==> config.mk <==
export PLATFORM = sky130hd
export DESIGN_NAME = flag_unit
export DESIGN_NICKNAME = d
export VERILOG_FILES = /design/src/rtl/flag_unit.sv
export SDC_FILE = /design/constraint.sdc
export NUM_CORES = 1
export LEC_CHECK = 0
export CELL_PAD_IN_SITES_DETAIL_PLACEMENT = 0
export CELL_PAD_IN_SITES_GLOBAL_PLACEMENT = 2
export CORE_MARGIN = 2
export CORE_UTILIZATION = 26
export DETAILED_ROUTE_END_ITERATION = 8
export GPL_TIMING_DRIVEN = 0
export PLACE_DENSITY = 0.76
export SETUP_SLACK_MARGIN = 0.1
export SLEW_MARGIN = 20
export SYNTH_ARGS = -nofsm -noshare
export SYNTH_HDL_FRONTEND = slang
export SYNTH_SLANG_ARGS = --single-unit
==> constraint.sdc <==
create_clock -name clk -period 1.5 [get_ports clk]
set_input_delay 0.3 -clock clk [delete_from_list [all_inputs] [get_ports clk]]
set_output_delay 0.3 -clock clk [all_outputs]
set_load 0.01 [all_outputs]
==> src/rtl/flag_unit.sv <==
// Flag register {V,S,C,Z} for the MEH accumulator, with pending Z/S and C/V refresh,
// a direct write port and a small save stack for interrupt entry and exit.
module flag_unit #(
    parameter int WIDTH = 16,
    parameter int DEPTH = 4
) (
    input  logic                       clk,
    input  logic                       rst_n,
    input  logic [WIDTH-1:0]           a_out,
    input  logic                       a_load,
    input  logic                       alu_op,
    input  logic                       a_op,
    input  logic                       alu_c_flag,
    input  logic                       alu_v_flag,
    input  logic                       a_c_flag,
    input  logic                       flags_we,
    input  logic [3:0]                 flags_wdata,
    input  logic                       push,
    input  logic                       pop,
    input  logic                       err_clr,
    output logic [3:0]                 out,
    output logic [$clog2(DEPTH+1)-1:0] depth_cnt,
    output logic                       stack_full,
    output logic                       stack_empty,
    output logic                       stack_err
);

    localparam int CW = $clog2(DEPTH + 1);

    logic [3:0]    flags_q, flags_d;
    logic          pend_zs_q, pend_zs_d;
    logic          pend_alu_q, pend_alu_d;
    logic          pend_a_q, pend_a_d;
    logic [3:0]    stack_q [DEPTH];
    logic [3:0]    stack_d [DEPTH];
    logic [CW-1:0] depth_q, depth_d;
    logic          err_q, err_d;

    logic          full_s, empty_s;
    logic          push_ok_s, pop_ok_s, err_ev_s;
    logic [3:0]    top_s;
    logic [3:0]    upd_s;

    // Stack validity decode and top-of-stack selection.
    always_comb begin
        full_s    = (depth_q == CW'(DEPTH));
        empty_s   = (depth_q == {CW{1'b0}});
        push_ok_s = push & ~pop & ~full_s;
        pop_ok_s  = pop & ~push & ~empty_s;
        err_ev_s  = (push & pop) | (push & ~pop & full_s) | (pop & ~push & empty_s);
        top_s     = flags_q;
        for (int i = 0; i < DEPTH; i++) begin
            top_s = (depth_q == CW'(i + 1)) ? stack_q[i] : top_s;
        end
    end

    // Pending flag refresh; each pending bit consumes the inputs present at this edge.
    always_comb begin
        upd_s = flags_q;
        if (pend_zs_q) begin
            upd_s[0] = (a_out == {WIDTH{1'b0}});
            upd_s[2] = a_out[WIDTH-1];
        end else begin
            upd_s[0] = flags_q[0];
            upd_s[2] = flags_q[2];
        end
        if (pend_alu_q) begin
            upd_s[1] = alu_c_flag;
            upd_s[3] = alu_v_flag;
        end else if (pend_a_q) begin
            upd_s[1] = a_c_flag;
            upd_s[3] = flags_q[3];
        end else begin
            upd_s[1] = flags_q[1];
            upd_s[3] = flags_q[3];
        end
    end

    // Next-state: pop beats direct write beats pending refresh; strobes always captured.
    always_comb begin
        pend_zs_d  = a_load;
        pend_alu_d = alu_op;
        pend_a_d   = a_op & ~alu_op;

        if (pop_ok_s) begin
            flags_d = top_s;
        end else if (flags_we) begin
            flags_d = flags_wdata;
        end else begin
            flags_d = upd_s;
        end

        for (int i = 0; i < DEPTH; i++) begin
            stack_d[i] = (push_ok_s && (depth_q == CW'(i))) ? flags_q : stack_q[i];
        end

        if (push_ok_s) begin
            depth_d = depth_q + CW'(1);
        end else if (pop_ok_s) begin
            depth_d = depth_q - CW'(1);
        end else begin
            depth_d = depth_q;
        end

        if (err_ev_s) begin
            err_d = 1'b1;
        end else if (err_clr) begin
            err_d = 1'b0;
        end else begin
            err_d = err_q;
        end
    end

    // State registers; stack contents are not reset.
    always_ff @(posedge clk or negedge rst_n) begin
        if (!rst_n) begin
            flags_q    <= 4'b0001;
            pend_zs_q  <= 1'b0;
            pend_alu_q <= 1'b0;
            pend_a_q   <= 1'b0;
            depth_q    <= {CW{1'b0}};
            err_q      <= 1'b0;
        end else begin
            flags_q    <= flags_d;
            pend_zs_q  <= pend_zs_d;
            pend_alu_q <= pend_alu_d;
            pend_a_q   <= pend_a_d;
            depth_q    <= depth_d;
            err_q      <= err_d;
        end
    end

    // Stack storage.
    always_ff @(posedge clk) begin
        for (int i = 0; i < DEPTH; i++) begin
            stack_q[i] <= stack_d[i];
        end
    end

    assign out         = flags_q;
    assign depth_cnt   = depth_q;
    assign stack_full  = full_s;
    assign stack_empty = empty_s;
    assign stack_err   = err_q;

endmodule

==> out/metrics.cfg, run 1 <==
[outcome]
status=complete, but fails checks
violations=negative setup slack

[sta]
rsz0062_at_grt=yes
setup_slack_ns=-0.182
min_period_ns=1.68
max_freq_mhz=595
period_share_pct=112
slew_violations=0
skew_ns=0.00471
tightest_slew_ns=0.601
hold_violations=0
slew_headroom_pct=59.8
final-setup-viol-count=13

[clock_tree]
htree_levels=1
clk_path_buf_depth=2
clkTransAtPathRegs_ns=0.09
hold_buffers=0
clock_sink_count=27
cts_tree=built
clockRootBuffer=clkbuf_8
numCtsBuffers=3
clk_latency_ns=0.27

[grt]
grt_overflow=0
grt_pass1_vias=1458
grt_max_degree=17
grtUsageTotal_pct=14.7
antenna_found_initial=0
grt_pass1_wl_um=7250

[synth]
synth_fp_nets=180
synthesis.instances=142
synth_seq_cells=27
syn_area_per_cell_um2=10.7
synth_warnings=0
mappedNetlistArea_um2=1520
synth_edf_count=16
synthArstFlopShare_pct=40.7
ys.flop_type=edfxtp_1
yosysSeqAreaShare_pct=49.9
synth.distinct_cells=47

[routing]
ant_nets=0
routed_via_density=4.82
firstDrtPassIters=4
drt-total-wl_um=4450
avgRoutedWirePerCell_um=15.5
route.detailed.drc=0
dr.first_iter.drc_count=88
routed-via-count=1383

[placement]
gp_congestion=0.781
io_buffer_count=39
dp_cells=253
hpwl_um=3030
place_area_um2=2120
pre_cts_ws_ns=-0.536

[finish]
fin_cells=287
layout_common_cells=clkdlybuf4s50_1 (29), buf_6 (20), buf_4 (18), edfxtp_1 (16), nand2_1 (14)
fin_area_um2=2610
final_core_util_pct=46.9
nets=254
antenna_cells=0
area_delta_synth_final_pct=72.2
fillers=527
drive_gt1_share_pct=41.4
layout_commonest_cell=clkdlybuf4s50_1

[worst_setup_path]
worst_ep_arrival_time_ns=1.84
endpoint_kind=flip-flop
crit_slowest_cell=dfrtp_2
path_buf_inv=4
path_max_fanout=4
worstPathCellList=inv_4, ha_4, buf_8, buf_6, buf_4, nand2b_4, a2bb2oi_1, nor2_1, o211ai_1
cp_data_required_time_ns=1.65
path_class=reg -> reg
cp.depth=9
reg2reg_depth=9
cp_top_family=buffers and inverters
slowest_delay_ns=0.41
crit_path_start_kind=flip-flop

[min_path]
hold_depth=2
min_path_type=in -> reg

[pwr]
p_leak_uw=0.00101
cellPowerDensity_nw_per_um2=1660
ir_worst_vdd_mv=0.534

[floorplan]
num_rows=27
die_area_um2=6460
die_x_um=80.4
core_area_um2=5570
ios=42
initial_core_util_pct=27.2
die_h_um=80.4

[job]
max_cap_violations=0

==> layout make-up <==
cell class / count / area (um^2) / share of cell area [%]
multi-input combinational: 96 / 901 / 34.5
clock inverter: 1 / 7.51 / 0.287
inverter: 10 / 50.0 / 1.91
clock buffer: 3 / 41.3 / 1.58
buffer: 7 / 75.1 / 2.87
timing repair buffer: 71 / 688 / 26.3
tap: 72 / 90.1 / 3.45
sequential: 27 / 761 / 29.1
==> through the flow <==
| step | hold slack [ns] | setup TNS (ns) | total power [uW] |
|---|---|---|---|
| after floorplan | 0.00441 | -0.281 | 2260 |
| after global placement | 0.501 | -8.60 | 2860 |
| after detailed placement | 0.523 | -9.27 | 2880 |
| after CTS | 0.317 | -1.43 | 4110 |
| after global routing | 0.338 | -2.11 | 4610 |
| final | 0.334 | -1.33 | 4350 |
==> registers in the layout, summed over array words and instances (netlist names) <==
signal and cells:
stack_q 16, pend_zs_q 1, pend_a_q 1, out 4, pend_alu_q 1, stack_err 1, depth_cnt 3
==> Yosys cell counts (all sizes together) (4+ instances only) <==
| cell type | n | share of area, % |
|---|---|---|
| edfxtp | 16 | 32 |
| nand2 | 16 | 4.0 |
| dfrtp | 10 | 16 |
| inv | 10 | 2.5 |
| nor2 | 9 | 2.2 |
| o21ai | 9 | 3.0 |
| buf | 8 | 3.9 |
| ha | 6 | 4.9 |
| a21oi | 5 | 1.6 |
| nand2b | 4 | 2.1 |
| nor4 | 4 | 1.6 |
| o211ai | 4 | 2.0 |
==> power breakdown <==
group / switching (uW) / internal (uW)
logic: 1260 / 1540
clock network: 237 / 189
registers: 119 / 1000
==> final timing paths <==
check | slack (ns) | to | start
setup / recovery | -0.18 | out[2] | depth_cnt[1]
hold / removal | 0.33 | stack_err | pop
setup reg to reg | -0.18 | out[2] | depth_cnt[1]
hold reg to reg | 0.54 | stack_err | stack_err
max in group asynchronous | 0.68 | out[2] | rst_n
min in group asynchronous | 0.39 | pend_zs_q | rst_n
==> kinds of logic after synthesis <==
family | after synthesis | share of synthesized area (%)
compound gates | 40 | 19.1
xor+xnor | 1 | 0.577
fa+ha+maj | 6 | 4.95
buf+inv | 19 | 6.59
flops | 27 | 49.9
mux | 4 | 2.72
simple gates | 45 | 16.2
==> metal layers <==
metal	up-vias	wire [um]	track usage, %
met5	-	0	0
met4	0	21	3.05
met3	4	165	2.13
met2	41	2280	25.2
met1	668	1980	19.7
li1	670	-	-
==> repair_timing <==
item | CTS | global route
pin swaps | 16 | 18
resized for setup | 60 | 17
setup endpoints to repair | 34 | 27
setup buffers | 27 | 6
No activity file was read; power rests on OpenSTA's default activity.
==> inputs of run 2 (changes only) <==
CORE_UTILIZATION = 32   (was 26)
PLACE_DENSITY = 0.87   (was 0.76)
SETUP_SLACK_MARGIN = default   (was 0.1)
clock period = 1.95 ns   (was 1.5 ns; I/O delays follow)
==> out/metrics.cfg, run 2 (same netlist as run 1, synthesis figures left out) <==
[outcome]
status=complete, no violations

[clock_tree]
htree_levels=1  ; unchanged
clockRootBuffer=clkbuf_8
hold_buffers=0  ; unchanged
clk_path_buf_depth=2  ; unchanged
clkTransAtPathRegs_ns=0.10  ; about the same
clock_sink_count=27  ; unchanged
numCtsBuffers=3  ; unchanged
clk_latency_ns=0.28  ; about the same
cts_tree=built

[worst_setup_path]
slowest_delay_ns=0.43  ; +0.02 ns
worst_ep_arrival_time_ns=2.03  ; +0.19 ns
path_class=reg -> reg
endpoint_kind=flip-flop
path_max_fanout=9  ; +5
crit_path_start_kind=flip-flop
worstPathCellList=buf_4, ha_1, ha_1, buf_2, nor2_2, and3_4, buf_6, a21oi_1, a2bb2oi_1
cp_top_family=buffers and inverters
crit_slowest_cell=dfrtp_2
cp_data_required_time_ns=2.12  ; +0.47 ns
crit_top_cell=ha_1
path_buf_inv=3  ; -1

[sta]
min_period_ns=1.86  ; +0.176 ns
slew_headroom_pct=62.9  ; +3.1 points
timing.hold.ws_ns=0.399  ; +0.0653 ns
skew_ns=0.00293  ; -0.00178 ns
rsz0062_at_grt=no
slew_violations=0  ; unchanged
max_freq_mhz=538  ; -9.5%
hold_violations=0  ; unchanged
tightest_slew_ns=0.555  ; -0.0461 ns
final-setup-viol-count=0  ; -13
period_share_pct=95.3  ; -17 points

[grt]
grtUsageTotal_pct=14.8  ; +0.12 points
grt_pass1_vias=1347  ; -7.6%
antenna_found_initial=0  ; unchanged
grt_overflow=0  ; unchanged
grt_max_degree=18  ; +1
grt_pass1_wl_um=6060  ; -16%

[finish]
layout_commonest_cell=clkdlybuf4s50_1
antenna_cells=0  ; unchanged
fin_area_um2=2070  ; -21%
largest_register_ffs=16  ; unchanged
top_register=stack_q
layout_common_cells=clkdlybuf4s50_1 (37), edfxtp_1 (16), nand2_1 (15), dfrtp_1 (9)
area_delta_synth_final_pct=36.4
nets=228  ; -10%
drive_gt1_share_pct=18.0  ; -23 points
final_core_util_pct=44.4  ; -2.5 points
fillers=444  ; -16%

[routing]
routed_via_density=5.23  ; +8.6%
ant_nets=0  ; unchanged
firstDrtPassIters=4  ; unchanged
routed-via-count=1272  ; -8.0%
dr.first_iter.drc_count=40  ; -55%
drt-total-wl_um=3680  ; -17%
route.detailed.drc=0  ; unchanged
avgRoutedWirePerCell_um=15.1  ; -2.3%

[floorplan]
die_h_um=72.9  ; -9.4%
num_rows=25  ; -7.4%
die_x_um=72.9  ; -9.4%
core_area_um2=4660  ; -16%
initial_core_util_pct=32.6  ; +5.3 points
die_area_um2=5310  ; -18%
ios=42  ; unchanged

[min_path]
min_path_type=in -> reg

[pwr]
cellPowerDensity_nw_per_um2=1180  ; -29%
p_leak_uw=0.000799  ; -21%
ir_worst_vdd_mv=0.348  ; -35%

[job]
max_cap_violations=0  ; unchanged

[placement]
hpwl_um=2870  ; -5.1%
io_buffer_count=39  ; unchanged
place_area_um2=1980  ; -6.7%
gp_congestion=0.736  ; -5.7%

## run 2: cell types whose count changed in the layout (fill, tap and decap cells not counted), sizes merged
cell,previous run,this run
clkinvlp,1,0
dlygate4sd2,5,0
clkdlybuf4s50,29,37
buf,41,12
inv,10,11
## run 2: path summary, 6_finish.rpt
kind,start,endpoint,slack [ns],cells past startpoint
worst max-delay path,depth_cnt[1],out[1],0.09,9
worst min-delay path,pop,stack_err,0.40,2
worst max register to register,depth_cnt[1],out[1],0.09,9
worst min register to register,stack_err,stack_err,0.54,1
max in group asynchronous,rst_n,depth_cnt[1],1.10,1
min in group asynchronous,rst_n,depth_cnt[2],0.46,1
## run 2: timing repair
item                                    in CTS  in global routing
endpoints found under the setup margin      10                 10
buffers inserted                             4                  0
hold endpoints to repair                     0                  0
pin swaps                                    0                  0
gates resized for setup                     10                  6
## run 2: area by class of cell
type,instances,area (um^2),area share [%]
Multi-Input combinational cell,96,678,32.7
Inverter,10,37.5,1.81
Sequential cell,27,758,36.6
Tap cell,54,67.6,3.26
Clock buffer,3,41.3,1.99
Timing Repair Buffer,43,410,19.8
Clock inverter,1,8.76,0.423
Buffer,9,68.8,3.32
## run 2: power by group
| group | internal [uW] | switching, uW |
|---|---|---|
| logic | 611 | 618 |
| clock network | 150 | 192 |
| registers | 768 | 96.5 |
| total | 1530 | 906 |
## run 2: per-stage QoR
step,setup slack (ns),instances,setup TNS (ns),total power (uW)
after detailed placement,-0.342,235,-2.87,2000
after global placement,-0.314,235,-2.74,1990
after floorplan,0.231,142,0,1560
after CTS,0.00634,243,0,2450
final,0.0923,243,0,2440
after global routing,0.0119,243,0,2610
## run 2: layer usage
metal | GRT usage, % | part of all wire, % | vias up | wire length [um]
met2 | 24.1 | 47 | 54 | 1740
met4 | 7.61 | 1.7 | 0 | 61
li1 | - | - | 619 | -
met1 | 18.9 | 46 | 594 | 1700
met5 | 0 | 0 | - | 0
met3 | 2.49 | 4.8 | 5 | 175
==> inputs of run 3 (changes only) <==
PLACE_DENSITY = 0.82   (was 0.87)
==> out/metrics.cfg, run 3 (same netlist as run 1, synthesis figures left out) <==
[routing]
avgRoutedWirePerCell_um=14.7  ; -3.0%
dr.first_iter.drc_count=30  ; -25%
routed_via_density=5.15  ; -1.7%
route.detailed.drc=0  ; unchanged
drt-total-wl_um=3690  ; +0.16%
routed-via-count=1292  ; +1.6%
ant_nets=0  ; unchanged
firstDrtPassIters=4  ; unchanged

[sta]
max_freq_mhz=528  ; -2.0%
slew_headroom_pct=58.6  ; -4.2 points
tightest_slew_ns=0.619  ; +0.0640 ns
period_share_pct=97.2  ; +1.9 points
hold_violations=0  ; unchanged
final-setup-viol-count=0  ; unchanged
slew_violations=0  ; unchanged
setup_slack_ns=0.0543  ; -0.0380 ns
timing.hold.ws_ns=0.407  ; +0.00789 ns
skew_ns=0.00143  ; -0.00150 ns
min_period_ns=1.90  ; +0.0380 ns

[worst_setup_path]
endpoint_kind=flip-flop
crit_path_start_kind=input port
worst_ep_arrival_time_ns=1.82  ; -0.21 ns
cp_data_required_time_ns=1.87  ; -0.25 ns
path_class=in -> reg
path_max_fanout=10  ; +1

[grt]
top_usage_layer=met2
use_met1_pct=18.8  ; -0.15 points
grt_max_degree=18  ; unchanged
grt_overflow=0  ; unchanged
antenna_found_initial=0  ; unchanged
grtUsageTotal_pct=14.5  ; -0.33 points
grt_pass1_vias=1263  ; -6.2%
grt_pass1_wl_um=5920  ; -2.3%
grt_use_met3_pct=2.07  ; -0.41 points
grt_use_met2_pct=24.7  ; +0.61 points

[clock_tree]
clock_sink_count=27  ; unchanged
cts_tree=built
clk_path_buf_depth=2  ; unchanged
htree_levels=1  ; unchanged
hold_buffers=0  ; unchanged
numCtsBuffers=3  ; unchanged
clockRootBuffer=clkbuf_8
clk_latency_ns=0.27  ; about the same
clkTransAtPathRegs_ns=0.10  ; about the same

[placement]
gp_congestion=0.734  ; -0.33%
pre_cts_ws_ns=-0.362  ; -0.0199 ns
place_area_um2=1980  ; unchanged
dp_cells=235  ; unchanged
io_buffer_count=39  ; unchanged
hpwl_um=2800  ; -2.4%

[finish]
area_delta_synth_final_pct=43.5
top_register=stack_q
largest_register_ffs=16  ; unchanged
fin_cells=251  ; +3.3%
nets=236  ; +3.5%
layout_commonest_cell=clkdlybuf4s50_1
layout_common_cells=clkdlybuf4s50_1 (37), edfxtp_1 (16), nand2_1 (15), buf_4 (11), dfrtp_1 (9)
fillers=434  ; -2.3%
fin_area_um2=2180  ; +5.2%
antenna_cells=0  ; unchanged
drive_gt1_share_pct=21.8  ; +3.8 points

[job]
max_cap_violations=0  ; unchanged

[floorplan]
die_area_um2=5310  ; unchanged
die_h_um=72.9  ; unchanged
ios=42  ; unchanged
initial_core_util_pct=32.6  ; unchanged
core_area_um2=4660  ; unchanged
die_x_um=72.9  ; unchanged
num_rows=25  ; unchanged

[pwr]
ir_worst_vdd_mv=0.410  ; +18%
p_leak_uw=0.000847  ; +6.0%
power_uw=2620  ; +7.7%
cellPowerDensity_nw_per_um2=1200  ; +2.4%

[outcome]
status=complete, no violations

[min_path]
min_path_type=in -> reg

[run 3: worst paths after layout]
kind / cells after the start / endpoint / start / slack, ns
min reg2reg: 1 / stack_err / stack_err / 0.53
max: 4 / stack_q[1][1] / push / 0.05
max reg2reg: 9 / out[1] / depth_cnt[1] / 0.09
min in group asynchronous: 1 / stack_err / rst_n / 0.47
min: 2 / stack_err / pop / 0.41
max in group asynchronous: 1 / depth_cnt[1] / rst_n / 1.08
[run 3: routing by layer]
metal | vias to the layer above | wire length [um]
met1 | 609 | 1610
met3 | 4 | 164
met5 | - | 0
met2 | 42 | 1870
met4 | 0 | 40
li1 | 637 | -
[run 3: report_power, final]
group	internal (uW)	switching, uW
logic	757	671
registers	767	92.2
clock network	150	185
total	1670	949
[run 3: final cells by class]
type	instances	area, um^2	share of cell area (%)
Sequential cell	27	758	34.8
Multi-Input combinational cell	96	711	32.6
Timing Repair Buffer	51	479	22.0
Buffer	9	75.1	3.45
Tap cell	54	67.6	3.10
Clock buffer	3	41.3	1.90
Inverter	10	37.5	1.72
Clock inverter	1	8.76	0.402
[run 3: what timing repair did]
| item | 4_1_cts | 5_1_grt |
|---|---|---|
| resized for setup | 11 | 13 |
| setup endpoints to repair | 11 | 4 |
| pin swaps | 0 | 3 |
| setup buffers | 7 | 5 |
| cloned | 0 | 0 |
[run 3: critical path: stages]
cell and delay (ns):
clkdlybuf4s50_1 0.46, buf_2 0.20, nand2b_1 0.18, nor3b_1 0.58
[run 3: through the flow]
| step | TNS (ns) | util (%) |
|---|---|---|
| 3_3_place_gp | -2.92 | 42.4 |
| 3_5_place_dp | -3.27 | 42.4 |
| 2_1_floorplan | 0 | - |
| 4_1_cts | -0.0196 | 44.9 |
| 5_1_grt | -0.00264 | 46.7 |
| 6_report | 0 | 46.7 |
==> edit, RTL diff (flow settings as in run 3) <==
`WIDTH`: 16 -> 32.
--- a/src/rtl/flag_unit.sv
+++ b/src/rtl/flag_unit.sv
@@ -3,3 +3,3 @@
 module flag_unit #(
-    parameter int WIDTH = 16,
+    parameter int WIDTH = 32,
     parameter int DEPTH = 4
Ports: changed (resized a_out); port bits go from 42 to 58. No check against the original RTL was run, so the function may have changed too.
==> edit against run 3 <==
  * Synthesized area grew 1.2%
  * Worst setup slack lost 34 ps
  * Wire length grew 20%
  * Register-to-register slack lost 70 ps
  * Non-clock buffer count grew 20
  * Highest routed layer unchanged
  * Sequential cell count is the same
  * Fmax shrank 1.7%
  * Final area grew 14%
  * Via count grew 12%
  * Largest power group unchanged
  * Power grew 3.4%
  * Cell count grew 11%
  * Synthesized cell count grew 3.5%
==> edit: results (changes against run 3) <==
- Outcome: completed
- Maximum number of pins on one net before global-route repair: 15 (-3)
* Worst setup endpoint: out[0]
* TritonCTS buffer count: 3 (unchanged)
* Number of different library cells in the post-synthesis netlist: 46 (-2.1%)
- GRT Resource Usage Total: 16.1% (+1.6 points)
- The most used flip-flop cell after synthesis is sky130_fd_sc_hd__edfxtp_1.
* Layout Skew: 16.4 ps (+14.9 ps)
- The synthesized net count was 201 (+12%).
- The endpoint identified for the worst register-to-register timing path is out[0].
- Wirelength per Cell: 15.9 um (+8.0%)
- Relative slew slack: 61.9% (+3.2 points)
- The via count of the first global-routing pass is 1,376 (+8.9%).
- The clock transition at the registers of the reported paths was 100 ps (about the same).
* Clock Tree Root: sky130_fd_sc_hd__clkbuf_8
- Post-synth ARST share: 40.7% (unchanged)
- After synthesis, the most frequently instantiated cells are sky130_fd_sc_hd__edfxtp_1 (16), sky130_fd_sc_hd__nor2_1 (14), sky130_fd_sc_hd__inv_1 (13), sky130_fd_sc_hd__a21oi_1 (10), sky130_fd_sc_hd__dfrtp_1 (10).
- Detailed-placement wirelength estimate: 3260 um (+16%)
* Count of synthesis-stage warnings from yosys: 0 (unchanged)
- Maximum ir drop on the vdd rail: 377 uV (-8.0%)
- Wire length of the first global-routing pass: 6760 um (+14%)
- P_leak: 0.930 nW (+9.9%)
- The first-pass iteration count of the detailed router came to 4 (unchanged).
- The number of nets in the layout came to 279 (+18%).
- The share of the yosys chip area belonging to registers came to 49.3% (-0.57 points).
- Initial DRC Count: 154 (+410%)
- Layout fillers: 404 (-6.9%)
- The weighted congestion at the end of routability-driven global placement was 0.825 (+12%).
- The number of flops mapped to enable cells by yosys is 16 (unchanged).
- The critical path data arrival time is 2110 ps (+290 ps).
- R2r worst-path depth: 8 (-1)
- At the later pin of the worst-skew pair, clock insertion delay measures 280 ps.
* Maximum number of buffers from clock root to sink: 2 (unchanged)
- In this run the worst hold path is classified as input pin to asynchronous set/reset pin.
- The flip-flop count of the largest register after layout was 16 (unchanged).
- Counting flops per register, the top entry is stack_q.
- The worst-path maximum fanout is 6 (-4).
- The share of post-route cells with drive strength above 1 was 23.7% (+1.8 points).
* Largest cells by area after synthesis: sky130_fd_sc_hd__edfxtp_1 (31%), sky130_fd_sc_hd__dfrtp_1 (16%), sky130_fd_sc_hd__ha_1 (4.9%)
- Max H-tree Level: 1 (unchanged)
- The number of buffers inserted by port buffering is 56 (+44%).
- The reg-to-reg setup timing slack was 20 ps (-70 ps).
- The detailed-route vias per instance came to 5.20 (+0.98%).
* Proportion of total power due to net switching: 36.5% (+0.32 points)
- The initial antenna violation count is 0 (unchanged).
- The antenna diode count was 0 (unchanged).
- Launch point of the worst reg-to-reg path: depth_cnt[1]
- Launching element of the worst setup path: depth_cnt[1]
## edit: changes by cell type in the layout (fill, tap and decap cells not counted), sizes merged, moves of 2 or more
| cell | run 3 | this run |
|---|---|---|
| clkdlybuf4s50 | 37 | 54 |
| nand2 | 16 | 5 |
| a21oi | 5 | 10 |
| nor2 | 9 | 14 |
| a2bb2oi | 3 | 0 |
| buf | 20 | 23 |
| nor4 | 4 | 7 |
| and2 | 0 | 2 |
| inv | 11 | 13 |
| mux2 | 1 | 3 |
| nor2b | 2 | 4 |
| or3 | 0 | 2 |
## edit: final cells by class
type                       instances  share of cell area (%)
buffer                             7                    2.38
clock buffer                       4                    1.82
inverter                          14                    2.48
multi-input combinational         99                    31.9
sequential                        27                    30.7
tap                               54                    2.73
timing repair buffer              73                    28.0
## edit: metrics by stage
stage                     setup slack, ps  instance area [um2]  cells
final                                20.8                 2470    278
after global routing                -21.4                 2470    278
after CTS                            -132                 2280    264
after detailed placement             -366                 2170    257
after global placement               -361                 2170    257
after floorplan                      4.81                 1540    147
## edit: cell families after synthesis
group	synth area share, %
and+or+nand+nor	17.3
muxes	4.16
AOI/OAI and AO/OA	17.8
buffers and inverters	5.95
adders and majority gates	4.89
DFF	49.3
xor gates and xnor gates	0.571
## edit: repair_timing
item | in CTS | in global routing
setup buffers | 3 | 14
gates cloned | 0 | 0
gates resized for setup | 17 | 21
setup endpoints to repair | 14 | 9
pin swaps | 0 | 7
## edit: worst min path at each step
stage,startpoint,end,slack (ps)
6_report,rst_n,pend_a_q,470
5_1_grt,rst_n,pend_alu_q,500
4_1_cts,rst_n,stack_err,480
3_5_place_dp,stack_err,stack_err,520
3_3_place_gp,stack_err,stack_err,500
2_1_floorplan,rst_n,depth_cnt[0],90
## edit: per-layer routing
metal  up-vias  track usage [%]  share of wire, %  wire (um)
met5         -                0                 0          0
met4         0             2.67              0.36         16
met3         2             3.02               4.4        194
met2        44             25.5                49       2140
met1       702             23.3                47       2060
li1        697                -                 -          -
## edit: power groups by stage
stage / Clock, mW / Combinational, mW / Sequential [mW]
floorplan: 0 / 0.550 / 0.891
global placement: 0 / 1.03 / 0.886
detailed placement: 0 / 1.02 / 0.897
CTS: 0.324 / 1.17 / 0.870
global route: 0.344 / 1.63 / 0.891
finish: 0.324 / 1.51 / 0.877
## edit: worst max-delay path, stage by stage, from the launching register on
cell                         delay, ps
sky130_fd_sc_hd__dfrtp_2           450
sky130_fd_sc_hd__buf_6             140
sky130_fd_sc_hd__ha_2              180
sky130_fd_sc_hd__ha_4              180
sky130_fd_sc_hd__buf_4             140
sky130_fd_sc_hd__clkinvlp_4        130
sky130_fd_sc_hd__nor2_1             70
sky130_fd_sc_hd__o311a_4           310
sky130_fd_sc_hd__a221oi_2          230
